## src/rtl/m_stage_lsu.sv

```systemverilog
// ---------------------------------------------------------------------------
// m_stage_lsu -- memory-stage load/store unit with a single-beat bus.
//
// Decodes the M-stage instruction, raises alignment exceptions, and runs one
// bus access per memory instruction through a small IDLE/BUSY/DONE FSM.
// The pipeline is frozen while the access is in flight. The result is
// presented for exactly one cycle in DONE.
//
// Ports
//   clk, reset       : clock; asynchronous active-high reset
//   M_Instr          : instruction in the M stage (opcode in [31:26])
//   M_AO             : effective address
//   M_V2             : store data
//   bus_rdata        : read data from the bus
//   bus_ready        : bus access completes this cycle
//   bus_req          : access in flight (BUSY)
//   bus_we           : write access
//   bus_addr         : word-aligned access address
//   bus_wdata        : lane-replicated store data
//   bus_be           : little-endian byte enables
//   M_stall          : freeze F/D/E/M
//   M_RD             : extended load data (held outside DONE)
//   M_RD_valid       : load result valid (DONE only)
//   M_AdEL / M_AdES  : misaligned load / store
//   M_BusErr         : access timed out (DONE only)
// ---------------------------------------------------------------------------
module m_stage_lsu #(
  parameter int TIMEOUT = 16
) (
  input  logic        clk,
  input  logic        reset,
  input  logic [31:0] M_Instr,
  input  logic [31:0] M_AO,
  input  logic [31:0] M_V2,
  input  logic [31:0] bus_rdata,
  input  logic        bus_ready,
  output logic        bus_req,
  output logic        bus_we,
  output logic [31:0] bus_addr,
  output logic [31:0] bus_wdata,
  output logic [3:0]  bus_be,
  output logic        M_stall,
  output logic [31:0] M_RD,
  output logic        M_RD_valid,
  output logic        M_AdEL,
  output logic        M_AdES,
  output logic        M_BusErr
);

  localparam logic [1:0] S_IDLE = 2'd0;
  localparam logic [1:0] S_BUSY = 2'd1;
  localparam logic [1:0] S_DONE = 2'd2;

  localparam logic [1:0] SZ_BYTE = 2'd0;
  localparam logic [1:0] SZ_HALF = 2'd1;
  localparam logic [1:0] SZ_WORD = 2'd2;

  localparam int CW = (TIMEOUT > 1) ? $clog2(TIMEOUT) : 1;
  localparam logic [CW-1:0] CNT_MAX = CW'(TIMEOUT - 1);

  // Select the addressed lane of the latched word and extend it to 32 bits.
  function automatic logic [31:0] f_load_ext(input logic [31:0] word,
                                             input logic [1:0]  size,
                                             input logic        sgn,
                                             input logic [1:0]  lane);
    logic [31:0] shifted;
    logic [7:0]  b;
    logic [15:0] h;
    shifted = word >> {lane, 3'b000};
    b = shifted[7:0];
    h = lane[1] ? word[31:16] : word[15:0];
    case (size)
      SZ_BYTE: f_load_ext = sgn ? {{24{b[7]}}, b} : {24'd0, b};
      SZ_HALF: f_load_ext = sgn ? {{16{h[15]}}, h} : {16'd0, h};
      default: f_load_ext = word;
    endcase
  endfunction

  logic [1:0]    r_state;
  logic [1:0]    w_next;
  logic [CW-1:0] r_wait_cnt;
  logic          r_bus_we;
  logic [3:0]    r_bus_be;
  logic [31:0]   r_bus_addr;
  logic [31:0]   r_bus_wdata;
  logic [1:0]    r_lane;
  logic [1:0]    r_size;
  logic          r_signed;
  logic          r_is_load;
  logic [31:0]   r_m_rd;
  logic          r_rd_valid;
  logic          r_bus_err;

  logic [5:0]    w_op;
  logic          w_is_mem;
  logic          w_is_load;
  logic          w_signed;
  logic [1:0]    w_size;
  logic          w_misalign;
  logic [3:0]    w_be;
  logic [31:0]   w_wdata;
  logic          w_issue;
  logic          w_timeout;
  logic          w_finish;
  logic          w_unused;

  assign w_op     = M_Instr[31:26];
  assign w_unused = ^M_Instr[25:0];

  // Opcode decode: memory/load flags, access size and signedness.
  always_comb begin
    w_is_mem  = 1'b1;
    w_is_load = 1'b0;
    w_signed  = 1'b0;
    w_size    = SZ_WORD;
    case (w_op)
      6'b100011: begin w_is_load = 1'b1; w_size = SZ_WORD; end
      6'b100001: begin w_is_load = 1'b1; w_size = SZ_HALF; w_signed = 1'b1; end
      6'b100101: begin w_is_load = 1'b1; w_size = SZ_HALF; end
      6'b100000: begin w_is_load = 1'b1; w_size = SZ_BYTE; w_signed = 1'b1; end
      6'b100100: begin w_is_load = 1'b1; w_size = SZ_BYTE; end
      6'b101011: w_size = SZ_WORD;
      6'b101001: w_size = SZ_HALF;
      6'b101000: w_size = SZ_BYTE;
      default:   w_is_mem = 1'b0;
    endcase
  end

  // Alignment check, byte enables and lane-replicated store data.
  always_comb begin
    w_misalign = 1'b0;
    w_be       = 4'b1111;
    w_wdata    = M_V2;
    case (w_size)
      SZ_WORD: begin
        w_misalign = (M_AO[1:0] != 2'b00);
        w_be       = 4'b1111;
        w_wdata    = M_V2;
      end
      SZ_HALF: begin
        w_misalign = M_AO[0];
        w_be       = 4'b0011 << {M_AO[1], 1'b0};
        w_wdata    = {2{M_V2[15:0]}};
      end
      SZ_BYTE: begin
        w_misalign = 1'b0;
        w_be       = 4'b0001 << M_AO[1:0];
        w_wdata    = {4{M_V2[7:0]}};
      end
      default: begin
        w_misalign = 1'b0;
        w_be       = 4'b1111;
        w_wdata    = M_V2;
      end
    endcase
  end

  assign w_issue   = (r_state == S_IDLE) && w_is_mem && !w_misalign;
  // bus_ready takes priority over the timeout on the last allowed cycle.
  assign w_timeout = (r_state == S_BUSY) && !bus_ready && (r_wait_cnt == CNT_MAX);
  assign w_finish  = (r_state == S_BUSY) && (bus_ready || w_timeout);

  // Next-state logic; DONE always returns to IDLE so it never re-issues.
  always_comb begin
    w_next = r_state;
    case (r_state)
      S_IDLE: begin
        if (w_issue) w_next = S_BUSY;
        else         w_next = S_IDLE;
      end
      S_BUSY: begin
        if (w_finish) w_next = S_DONE;
        else          w_next = S_BUSY;
      end
      S_DONE:  w_next = S_IDLE;
      default: w_next = S_IDLE;
    endcase
  end

  // State register and BUSY wait counter.
  always_ff @(posedge clk or posedge reset) begin
    if (reset) begin
      r_state    <= S_IDLE;
      r_wait_cnt <= '0;
    end else begin
      r_state <= w_next;
      if ((r_state == S_BUSY) && !w_finish) begin
        r_wait_cnt <= r_wait_cnt + CW'(1);
      end else begin
        r_wait_cnt <= '0;
      end
    end
  end

  // Capture the bus request fields and load attributes at issue; held in BUSY.
  always_ff @(posedge clk or posedge reset) begin
    if (reset) begin
      r_bus_we    <= 1'b0;
      r_bus_be    <= 4'b0000;
      r_bus_addr  <= 32'd0;
      r_bus_wdata <= 32'd0;
      r_lane      <= 2'b00;
      r_size      <= SZ_BYTE;
      r_signed    <= 1'b0;
      r_is_load   <= 1'b0;
    end else if (w_issue) begin
      r_bus_we    <= !w_is_load;
      r_bus_be    <= w_be;
      r_bus_addr  <= {M_AO[31:2], 2'b00};
      r_bus_wdata <= w_wdata;
      r_lane      <= M_AO[1:0];
      r_size      <= w_size;
      r_signed    <= w_signed;
      r_is_load   <= w_is_load;
    end
  end

  // Result registers: loaded on BUSY->DONE, valid/error live only in DONE.
  always_ff @(posedge clk or posedge reset) begin
    if (reset) begin
      r_m_rd     <= 32'd0;
      r_rd_valid <= 1'b0;
      r_bus_err  <= 1'b0;
    end else if (w_finish) begin
      r_rd_valid <= r_is_load;
      r_bus_err  <= w_timeout;
      if (r_is_load) begin
        // A timed-out access reads as zero.
        r_m_rd <= f_load_ext(bus_ready ? bus_rdata : 32'd0, r_size, r_signed, r_lane);
      end
    end else begin
      r_rd_valid <= 1'b0;
      r_bus_err  <= 1'b0;
    end
  end

  assign bus_req    = (r_state == S_BUSY);
  assign bus_we     = r_bus_we;
  assign bus_be     = r_bus_be;
  assign bus_addr   = r_bus_addr;
  assign bus_wdata  = r_bus_wdata;
  // Stall is gated by reset so an abandoned access releases the pipe at once.
  assign M_stall    = !reset && (w_issue || (r_state == S_BUSY));
  assign M_RD       = r_m_rd;
  assign M_RD_valid = r_rd_valid;
  assign M_BusErr   = r_bus_err;
  assign M_AdEL     = (r_state == S_IDLE) && w_is_mem && w_is_load && w_misalign;
  assign M_AdES     = (r_state == S_IDLE) && w_is_mem && !w_is_load && w_misalign;

endmodule

```

## config.mk

```make
export PLATFORM = sky130hd
export DESIGN_NAME = m_stage_lsu
export DESIGN_NICKNAME = d
export VERILOG_FILES = /design/src/rtl/m_stage_lsu.sv
export SDC_FILE = /design/constraint.sdc
export NUM_CORES = 1
export LEC_CHECK = 0
export ABC_AREA = 1
export CORE_MARGIN = 2
export CORE_UTILIZATION = 39
export DETAILED_ROUTE_END_ITERATION = 8
export PLACE_DENSITY = 0.77
export SLEW_MARGIN = 10
export SYNTH_ARGS = -nofsm -noshare
export SYNTH_HDL_FRONTEND = slang
export SYNTH_SLANG_ARGS = --single-unit
```

## constraint.sdc

```tcl
create_clock -name clk -period 4 [get_ports clk]
set_input_delay 0.8 -clock clk [delete_from_list [all_inputs] [get_ports clk]]
set_output_delay 0.8 -clock clk [all_outputs]
set_load 0.005 [all_outputs]
```

==> metrics.csv <==
metric;value;unit
placed cell area;7880;µm²
pin count of the biggest net entering global routing;81;
fmax;0.292;GHz
WP data arrival;2.63;ns
CTS tree;built;
Post-synth EDFFs;0;
Switching Share;28.3;%
outcome;complete, no violations;
GPL Wtd Cong;0.862;
Iteration-0 DRC Markers;363;
Hold Crit Class;reg -> reg;
unrepaired setup endpoints after global routing;no;
layout cells sized above 1;6.98;%
clock sinks;113;
Buf+Inv Stages, Crit Path;3;
Pleak;4.37;nW
top_reg_cell synth;dfrtp_1;
largest family of logic cells by synthesized area;simple AND/OR/NAND/NOR gates;
Slew @ Worst Pin;0.840;ns
post-DR wirelength/cell;14.2;µm
Worst path slowest cell;clkdlybuf4s50_1;
Comb power frac;25.5;%
CTS Buf Count;17;
Total Power;4.07;mW
critical path's most frequent cell;nand2_1;
synthesized instance count;780;
Avg Inst Size Synth;7.30;µm²
max-cap violations;0;
Sequential Power Share;37.2;%
Post-synth ARST share;100;%
H-tree depth reported by CTS;4;
Crit Path Max Fanout;12;
Site Rows;44;
post-route ant nets;0;
drc violations;0;
cell with the most instances after synthesis;nand2_1;
Hold Buf Count CTS;0;
setup tns final;0;ns
Pwr per Cell Area;479;nW/µm²
power share of the clock group;37.2;%
multiplexer area fraction after synthesis;0;%
post-synthesis xor/xnor area fraction;0.308;%
DR vias/cell;4.82;
Fillers;1345;
max_slew headroom;44.0;%
Seq/Total Area, Yosys;49.7;%
worst-path cell chain;clkdlybuf4s50_1, nand2_1, buf_4, nand2_2, nand2_1, nand2_2, nand2_1, nor2_1, clkdlybuf4s50_1;
hold_ws;0.467;ns
top area cells in the synthesized netlist;dfrtp_1, nand2_1, nand3_1;
Post-CTS Setup Repair Bufs;0;
crit-path leading delay family;buffers and inverters;
global-route wire length before repair;27800;µm
Port Buffer Count;209;
Yosys cell types;29;
vias in the first global route;5676;
setup violators final;0;
Final nets;1108;
Pre-antenna DRT Iters;4;
Synth warnings;0;
CTS root buf;clkbuf_16;
Total GRT Usage;22.2;%
post-synthesis compound-gate area fraction;6.09;%
Layout Skew;0.00978;ns
Initial Util;39.5;%
antenna violations before repair;0;
CP Capture Type;primary output;
fin crit period;3.43;ns
worst skew pair latency;0.42;ns
internal power;2.91;mW
synthesized flop and latch total;113;
final max-slew violation count;0;
die height;125;µm
period utilisation layout;85.7;%
drt total wl;16700;µm
top cells by count, synth;nand2_1, dfrtp_1, nand3_1;
Final Hold Fails;0;
peak supply drop;229;µV
share of the synthesized area in the top cell type;49.7;%
Synth area leader;dfrtp_1;
largest stage delay on the critical path;0.54;ns
Synth-to-Final Area Change;48.9;%
Setup CP Type;in -> out;
Synth Area in Adders;0.220;%
design area;8480;µm²
cts repair resizes;0;
full die area;15600;µm²
Worst Setup Start Kind;primary input;
ant diodes;0;
CTS max path bufs;2;
mapped cell area;5690;µm²
Die W;125;µm
post-DP HPWL;11700;µm
CP required;3.20;ns
I/O pin count;238;
Final Util;58.8;%
Core Area;14400;µm²
GR Overflow Total;0;
Synth Area in Simple Gates;35.8;%
via count;5659;
switching power;1.15;mW
clock slew at reported path FFs;0.05;ns
[routing by layer]
metal  global-route usage (%)  routed length [µm]  part of all wire, %  vias to the layer above
met2                     36.1                7810                   47                      204
li1                         -                   -                    -                     2811
met1                     27.5                7100                   43                     2617
met4                     7.39                 340                  2.0                        0
met3                     8.20                1410                  8.4                       27
met5                        0                   0                    0                        -
[power groups by stage]
stage	Combinational [mW]	Clock (mW)	Sequential (mW)
final	1.04	1.51	1.51
after CTS	1.05	1.54	1.51
after global placement	1.02	0	1.52
after global routing	1.15	1.59	1.54
after floorplan	0.422	0	1.50
after detailed placement	1.04	0	1.52
[final timing paths]
kind | start | end | slack (ns) | depth (start not counted)
setup / recovery | M_Instr[29] | M_AdES | 0.57 | 9
hold / removal | bus_addr[11] | bus_addr[11] | 0.47 | 2
setup reg to reg | r_lane[1] | M_RD[16] | 1.67 | 6
hold reg to reg | bus_addr[11] | bus_addr[11] | 0.47 | 2
max in group asynchronous | reset | bus_addr[13] | 2.35 | 3
min in group asynchronous | reset | bus_be[0] | 0.88 | 2
[layout by cell type (no fill, tap or decap), types with 3 or more instances in the layout]
master           instances
nand2_1                342
o21ai_0                 42
or2_2                   15
clkbuf_16               17
inv_2                    3
nand3_1                 72
clkdlybuf4s50_1        209
a21oi_1                 13
o21ai_1                 11
nor2_1                  51
nand2_2                  5
buf_4                    5
clkinvlp_4               4
clkbuf_8                 3
clkinv_2                 3
dfrtp_1                113
inv_1                   56
[per-stage QoR]
stage          setup WS [ns]  cells
2_1_floorplan          0.213    781
3_3_place_gp           0.635   1141
3_5_place_dp           0.609   1141
4_1_cts                0.584   1173
5_1_grt                0.461   1173
6_report               0.574   1173
[state kept, by name, summed over array words and instances (netlist names)]
register    cells
bus_addr       30
r_size          2
r_is_load       1
M_RD_valid      1
r_state         2
bus_we          1
M_RD           32
bus_wdata      32
r_wait_cnt      4
bus_be          4
r_lane          2
M_BusErr        1
r_signed        1
[worst register-to-register path: cells and delay by family (launching register included)]
family / cells / cell delay (ns)
buffers and inverters: 2 / 0.45
DFF: 1 / 0.70
and+or+nand+nor: 4 / 1.12
[layout make-up]
class / instances / area, µm² / area share (%)
sequential: 113 / 2830 / 33.3
clock inverter: 12 / 131 / 1.55
multi-input combinational: 567 / 2420 / 28.6
clock buffer: 20 / 467 / 5.50
timing repair buffer: 216 / 2170 / 25.6
inverter: 61 / 231 / 2.73
tap: 184 / 230 / 2.72
[cell families (layout without fill, tap and decap cells)]
group / after synthesis / after routing
adder cells (fa/ha/maj): 1 / 1
flip-flops: 113 / 113
XOR/XNOR: 2 / 2
other: 1 / 2
AND/OR/NAND/NOR: 494 / 494
buffers and inverters: 101 / 309
AO/OA/AOI/OAI: 68 / 68
(Power assumes the default switching activity.)
